**src/rtl/mem_port_arbiter.sv**
```systemverilog
// Two-requester arbiter for the shared MMU memory port (core C, debug/DMA D).
// Zero-latency grant, bounded port locking, and owner-tagged read/exception return.
package mem_pkg;
  typedef enum logic [1:0] {
    MEM_BYTE = 2'd0,
    MEM_HALF = 2'd1,
    MEM_WORD = 2'd2
  } mem_access_t;

  typedef logic [3:0] mem_exception_mask_t;
endpackage

// state    | meaning
// S_OPEN   | no lock, arbitrate between requesters
// S_LOCK_C | C holds the port
// S_LOCK_D | D holds the port
module mem_port_arbiter
  import mem_pkg::*;
#(
  parameter int CORE_PRIORITY = 0,
  parameter int LOCK_MAX      = 8
) (
  input  logic                clk,
  input  logic                rst,
  input  logic                c_req,
  input  logic                d_req,
  input  logic [31:0]         c_addr,
  input  logic [31:0]         d_addr,
  input  logic [31:0]         c_wr_data,
  input  logic [31:0]         d_wr_data,
  input  logic                c_wr_ena,
  input  logic                d_wr_ena,
  input  mem_access_t         c_access,
  input  mem_access_t         d_access,
  input  logic                c_lock,
  input  logic                d_lock,
  output logic                c_gnt,
  output logic                d_gnt,
  output logic                c_rd_valid,
  output logic                d_rd_valid,
  output logic [31:0]         c_rd_data,
  output logic [31:0]         d_rd_data,
  output mem_exception_mask_t c_exception,
  output mem_exception_mask_t d_exception,
  output logic [31:0]         mem_addr,
  output logic [31:0]         mem_wr_data,
  output logic                mem_wr_ena,
  output mem_access_t         mem_access,
  input  logic [31:0]         mem_rd_data,
  input  mem_exception_mask_t mem_exception
);

  localparam logic [1:0] S_OPEN   = 2'd0;
  localparam logic [1:0] S_LOCK_C = 2'd1;
  localparam logic [1:0] S_LOCK_D = 2'd2;

  logic [1:0] state, state_nxt;
  logic [7:0] lock_cnt, lock_cnt_nxt;
  logic       last_gnt, last_gnt_nxt;   // 1 = D granted most recently
  logic       d_bonus, d_bonus_nxt;     // D owed one contention after C was forced off
  logic       resp_valid, resp_owner;
  logic       c_win, c_gnt_raw, d_gnt_raw;
  logic       any_gnt, own_lock, lock_room;
  logic [8:0] lock_cnt_inc;

  assign c_win = (CORE_PRIORITY != 0) ? !d_bonus : last_gnt;

  always_comb begin
    c_gnt_raw = 1'b0;
    d_gnt_raw = 1'b0;
    case (state)
      S_LOCK_C: c_gnt_raw = c_req;
      S_LOCK_D: d_gnt_raw = d_req;
      default: begin
        if (c_req && d_req) begin
          c_gnt_raw = c_win;
          d_gnt_raw = !c_win;
        end else begin
          c_gnt_raw = c_req;
          d_gnt_raw = d_req;
        end
      end
    endcase
  end

  assign c_gnt   = rst && c_gnt_raw;
  assign d_gnt   = rst && d_gnt_raw;
  assign any_gnt = c_gnt || d_gnt;

  assign own_lock     = c_gnt ? c_lock : d_lock;
  assign lock_cnt_inc = {1'b0, lock_cnt} + 9'd1;
  assign lock_room    = lock_cnt_inc < 9'(LOCK_MAX);

  // Any cycle without a grant (including a locked owner dropping req) reopens the port.
  always_comb begin
    state_nxt    = S_OPEN;
    lock_cnt_nxt = '0;
    last_gnt_nxt = last_gnt;
    d_bonus_nxt  = d_bonus;
    if (any_gnt) begin
      last_gnt_nxt = d_gnt;
      if (own_lock && lock_room) begin
        state_nxt    = d_gnt ? S_LOCK_D : S_LOCK_C;
        lock_cnt_nxt = (lock_cnt == 8'hFF) ? lock_cnt : lock_cnt + 8'd1;
      end else if (own_lock && c_gnt && (CORE_PRIORITY != 0)) begin
        d_bonus_nxt = 1'b1;
      end
      if (d_gnt && (state == S_OPEN) && c_req) begin
        d_bonus_nxt = 1'b0;
      end
    end
  end

  always_ff @(posedge clk) begin
    if (!rst) begin
      state      <= S_OPEN;
      lock_cnt   <= '0;
      last_gnt   <= 1'b1;
      d_bonus    <= 1'b0;
      resp_valid <= 1'b0;
      resp_owner <= 1'b0;
    end else begin
      state      <= state_nxt;
      lock_cnt   <= lock_cnt_nxt;
      last_gnt   <= last_gnt_nxt;
      d_bonus    <= d_bonus_nxt;
      resp_valid <= any_gnt && !mem_wr_ena;
      resp_owner <= d_gnt;
    end
  end

  assign mem_addr    = c_gnt ? c_addr    : (d_gnt ? d_addr    : 32'd0);
  assign mem_wr_data = c_gnt ? c_wr_data : (d_gnt ? d_wr_data : 32'd0);
  assign mem_wr_ena  = c_gnt ? c_wr_ena  : (d_gnt && d_wr_ena);
  assign mem_access  = c_gnt ? c_access  : (d_gnt ? d_access  : MEM_BYTE);

  assign c_rd_valid = rst && resp_valid && !resp_owner;
  assign d_rd_valid = rst && resp_valid && resp_owner;
  assign c_rd_data  = c_rd_valid ? mem_rd_data : 32'd0;
  assign d_rd_data  = d_rd_valid ? mem_rd_data : 32'd0;

  assign c_exception = c_gnt ? mem_exception : '0;
  assign d_exception = d_gnt ? mem_exception : '0;

endmodule

```
**config.mk**
```make
export PLATFORM = sky130hd
export DESIGN_NAME = mem_port_arbiter
export DESIGN_NICKNAME = d
export VERILOG_FILES = /design/src/rtl/mem_port_arbiter.sv
export SDC_FILE = /design/constraint.sdc
export NUM_CORES = 1
export LEC_CHECK = 0
export ABC_AREA = 1
export BUFFER_PORTS_ARGS = -buffer_cell sky130_fd_sc_hd__buf_2
export CAP_MARGIN = 5
export CORE_AREA = 2 2 124 126
export DETAILED_ROUTE_END_ITERATION = 6
export DIE_AREA = 0 0 126 128
export PLACE_DENSITY = 0.46
export SLEW_MARGIN = 0
export SYNTH_ARGS = -nofsm -noshare
export SYNTH_HDL_FRONTEND = slang
export SYNTH_SLANG_ARGS = --single-unit
```
**constraint.sdc**
```tcl
create_clock -name clk -period 1.8 [get_ports clk]
set_input_delay 0.09 -clock clk [delete_from_list [all_inputs] [get_ports clk]]
set_output_delay 0.09 -clock clk [all_outputs]
set_load 0.1 [all_outputs]
```
**Yosys cells after proc, flatten, opt, wreduce, memory -nomap -nowiden**

Cells that the tools add are included.

- Output and inout bits: 143
- Input port bits: 176
- Word-level logic and storage cells: 42
- Bits in registers: 13

- Add/subtract/negate cells: 2
- $lt $le $gt $ge: 1
- Equal/unequal tests: 3
- Mux-type cells: 17
- Reduce and logical (&&, ||, !) cells: 14

Operators by type and width:

| cell | count |
|---|---|
| 32-bit two-way mux | 6 |
| 8-bit by 1-bit adder with 9-bit output, second input constant | 1 |
| 1-bit logical AND | 9 |
| 9-bit by 4-bit less-than comparator with 1-bit output, second input constant | 1 |
| 8-bit by 1-bit adder with 8-bit output, second input constant | 1 |
| 8-bit equality test, second input constant | 1 |
| 4-bit two-way mux | 2 |
| 2-bit two-way mux | 3 |
| 1-bit two-way mux | 4 |
| 1-bit case mux with 2 select lines | 2 |
| 1-bit logical NOT | 3 |
| 3-bit AND reduction | 1 |
| 2-bit by 1-bit equality test with 1-bit output, second input constant | 1 |
| 2-bit equality test, second input constant | 1 |
| 1-bit logical OR | 1 |

**Logic depth before layout (Yosys ltp)**

- Depth in word-level cells: 8
- Depth in mapped cells: 11
- Mapped depth without buffers: 10

**Least setup slack after synthesis**

OpenSTA, ideal clock, no wires.

- Path type: reg2out
- From: register resp_valid
- To: output d_rd_data[10]
- Buffers on the path: 1
- Data arrival time: 3.334 ns
- Slack: -1.624 ns
- Cell stages (with the launch flop): 6
- Required time: 1.710 ns
- Cells stage by stage: dfxtp_1 -> inv_1 -> nor3_2 -> inv_1 -> buf_2 -> nor2_1

- Longest elaborated chain between the ends: 3

Ends and longest elaborated chain:

| element | line | RTL |
|---|---|---|
| start: declaration | 61 | `logic resp_valid, resp_owner;` |
| start signal: assignment | 127 | `resp_valid <= any_gnt && !mem_wr_ena;` |
| 1-bit logical AND (2 in a row) | 138 | `assign d_rd_valid = rst && resp_valid && resp_owner;` |
| via d_rd_valid | 40 | `output logic d_rd_valid,` |
| 32-bit two-way mux | 140 | `assign d_rd_data = d_rd_valid ? mem_rd_data : 32'd0;` |
| end: declaration | 42 | `output logic [31:0] d_rd_data,` |

The timed path passes the listed nets, and every way through them passes these cells.

**Worst setup path in the final report**

- From: register state[0]
- To: output mem_addr[16]

- Longest elaborated chain between the ends: 5
- Elaborated cells between the ends (all ways): 8
- Classes of those cells: eq/ne: 2; mux: 4; reduce/logical: 2

Ends and longest elaborated chain:

| element | line | RTL |
|---|---|---|
| start: declaration | 57 | `logic [1:0] state, state_nxt;` |
| start signal: assignment | 123 | `state <= state_nxt;` |
| 2-bit equality test or 2-bit by 1-bit equality test with 1-bit output (tied branches) | 71 | `case (state)` |
| 1-bit case mux with 2 select lines | 71 |  |
| 1-bit logical AND | 87 | `assign d_gnt = rst && d_gnt_raw;` |
| 32-bit two-way mux | 132 | `assign mem_addr = c_gnt ? c_addr : (d_gnt ? d_addr : 32'd0);` |
| 32-bit two-way mux (*) | 132 |  |
| end: declaration | 45 | `output logic [31:0] mem_addr,` |

Mark *: on every way between the ends. The rest lies on a longest branch, timed or not.

==> results.py <==
metrics = {
    "setup_path": {
        "cp-start-kind": "register",
        "slowest_stage": "dfxtp_2",
        "crit_type": "reg2out",
        "max_stage_delay_ns": 0.33,
        "cp.required_ns": 1.71,
        "critPathMaxFanout": 10,
        "arrival_ns": 1.95,
        "cp_common_cell": "buf_6",
        "critPathBufInv": 5,
        "critPathCaptureType": "output port",
        "crit_family": "buffers and inverters",
        "path_cells": "inv_2 > ha_4 > buf_6 > or2_4 > nand3_4 > inv_8 > buf_6 > nand3_1 > nand2_4 > buf_12",
    },
    "clock_network": {
        "cts_tree": "done",
        "clk_pin_slew_ns": 0.05,
        "root_buffer": "clkbuf_16",
        "htreeDepth": 1,
        "cts_hold_buf": 0,
        "ctsLongestPathBuffers": 2,
        "cts_buffers": 3,
        "clock_sinks": 13,
        "insertion_delay_ns": 0.25,
    },
    "yosys": {
        "ys_ff_latch": 13,
        "synth.avg_cell_area_um2": 4.90,
        "synth_top_area_cell": "nand2_1",
        "synthTopCellsByArea": "nand2_1 (27%), nand3_1 (18%), nor2_1 (14%), dfxtp_1 (12%), inv_1 (9.8%)",
        "yosysSeqAreaShare_pct": 12.1,
        "synthCells": 438,
        "yosys_warnings": 0,
        "synth_top_area_share_pct": 26.6,
        "synth.distinct_cells": 26,
        "synth_area_mm2": 0.00214,
    },
    "layout": {
        "syn_to_final_growth_pct": 288,
        "drive_gt1_share_pct": 77.6,
        "antenna_cells": 0,
        "fin_area_mm2": 0.00833,
        "layout.cells.non_filler": 973,
        "final_nets": 965,
    },
    "grt": {
        "grt_first_pass_wirelength_um": 22600,
        "antenna_found_initial": 1,
        "gr-total-overflow": 0,
        "grt_max_degree": 33,
        "grt.total_usage_pct": 18.0,
        "grt_pass1_vias": 4072,
    },
    "routing": {
        "routed_wl_um": 15700,
        "avgRoutedWirePerCell_um": 16.1,
        "first_pass_iters": 4,
        "drtIter0Drc": 139,
        "drc_errors": 0,
        "vias_per_cell": 4.18,
        "via_count": 4069,
        "ant_nets": 0,
    },
    "placed_design": {
        "placed_cells": 946,
        "globalplace.congestion": 0.850,
        "port_buffers": 318,
        "dpl-instance-area_mm2": 0.00726,
        "pre_cts_ws_ns": -0.0611,
        "dp_hpwl_um": 12100,
    },
    "job": {
        "drv_cap": 0,
    },
    "floorplanning": {
        "row_count": 45,
        "die-width_um": 126,
        "start_util_pct": 14.4,
        "die_h_um": 128,
        "die-area_mm2": 0.0161,
        "design.core.area_mm2": 0.0149,
        "io-pin-count": 319,
    },
    "timing": {
        "slew_viol_final": 0,
        "finalClockSkew_ns": 0.00229,
        "hold_violations": 0,
        "layout_setup_ws_ns": -0.244,
        "fin_crit_sh_pct": 114,
        "rsz0062_at_grt": "true",
        "fin_tns_setup_ns": -15.10,
        "max_freq_mhz": 489,
        "min_period_ns": 2.04,
        "worst_slew_pin_slew_ns": 0.653,
        "slew_headroom_pct": 56.5,
        "finalSetupViolations": 83,
    },
    "pwr": {
        "p_leak_nw": 3.79,
        "max-vdd-ir-drop_v": 0.000266,
        "finalPower_mw": 3.56,
        "powerDensity_mw_per_mm2": 427,
    },
    "run_status": {
        "outcome": "complete, but fails checks",
        "violations": "setup timing",
    },
    "worst_hold_path": {
        "hp-class": "in2reg",
    },
}
where the power goes:
group / leakage (nW) / total, mW / internal, mW / switching (mW)
registers: 0.108 / 0.310 / 0.300 / 0.00952
clock network: 0.0409 / 0.436 / 0.297 / 0.139
logic: 3.64 / 2.81 / 1.03 / 1.78
total: 3.79 / 3.56 / 1.63 / 1.93
state kept, by name, indices dropped and copies added, names as in the netlist:
name and flops:
lock_cnt 8, c_win 1, resp_owner 1, resp_valid 1, state 2
final timing paths:
path,startpoint,slack (ns),cells past startpoint,endpoint
setup / recovery,state[0]$_SDFF_PN0_,-0.24,10,mem_addr[16]
hold / removal,rst,0.12,2,c_win$_SDFFE_PN1P_
setup reg to reg,state[0]$_SDFF_PN0_,-0.05,13,state[0]$_SDFF_PN0_
hold reg to reg,c_win$_SDFFE_PN1P_,0.55,2,c_win$_SDFFE_PN1P_
Yosys cell counts (all sizes together):
cell type	n
nand4	3
nand2	155
dfxtp	13
xor2	1
or2	1
conb	1
clkinv	1
a21oi	1
nor2	87
o21bai	1
o21ai	3
inv	58
buf	29
nand3	78
o211ai	1
nor3	2
ha	3
logic make-up after synthesis:
family | after synthesis | synth area share [%]
buf+inv | 88 | 18.7
flops | 13 | 12.1
compound gates | 6 | 1.63
simple gates | 326 | 65.2
fa+ha+maj | 3 | 1.75
other cells | 1 | 0.175
xor+xnor | 1 | 0.408
cell usage in the layout (no fill, tap or decap), types with 2 or more instances in the layout:
master / n
buf_2: 177
inv_2: 2
nand3_2: 31
nand3_1: 37
buf_16: 7
inv_1: 52
nand2_1: 53
buf_6: 7
nand3_4: 10
nand2_2: 27
buf_4: 14
inv_6: 2
dfxtp_2: 2
nor2_4: 76
nor2_2: 5
buf_8: 5
conb_1: 5
nor2_1: 6
nand4_1: 3
clkbuf_16: 5
nand2_4: 75
buf_12: 154
dfxtp_1: 11
nor3_4: 2
o21ai_0: 3
metrics by stage:
step                      hold slack (ns)  util, %
after CTS                           0.119     54.9
after global routing                0.129     56.0
after floorplan                     0.191        -
final                               0.122     56.0
after global placement              0.371     48.8
after detailed placement            0.376     48.8
per-layer routing:
layer / share of wire, % / up-vias / wire [µm] / GRT usage [%]
met2: 55 / 218 / 8690 / 35.9
li1: - / 2025 / - / -
met1: 35 / 1812 / 5500 / 18.8
met5: 0.064 / - / 10 / 0
met4: 1.6 / 2 / 254 / 3.75
met3: 7.8 / 12 / 1230 / 4.55
what timing repair did:
action,4_1_cts,5_1_grt
gates cloned,8,4
pin swaps,16,7
endpoints found under the setup margin,115,86
buffers inserted,10,2
gates resized for setup,126,23
area by class of cell:
| cell class | instances | area, µm² |
|---|---|---|
| inverter | 59 | 265 |
| sequential | 13 | 263 |
| clock inverter | 1 | 5.00 |
| multi-input combinational | 341 | 2970 |
| clock buffer | 3 | 75.1 |
| tap | 188 | 235 |
| fill | 1283 | 6530 |
| timing repair buffer | 367 | 4500 |
| timing repair inverter | 1 | 16.3 |
(Power assumes the default switching activity.)
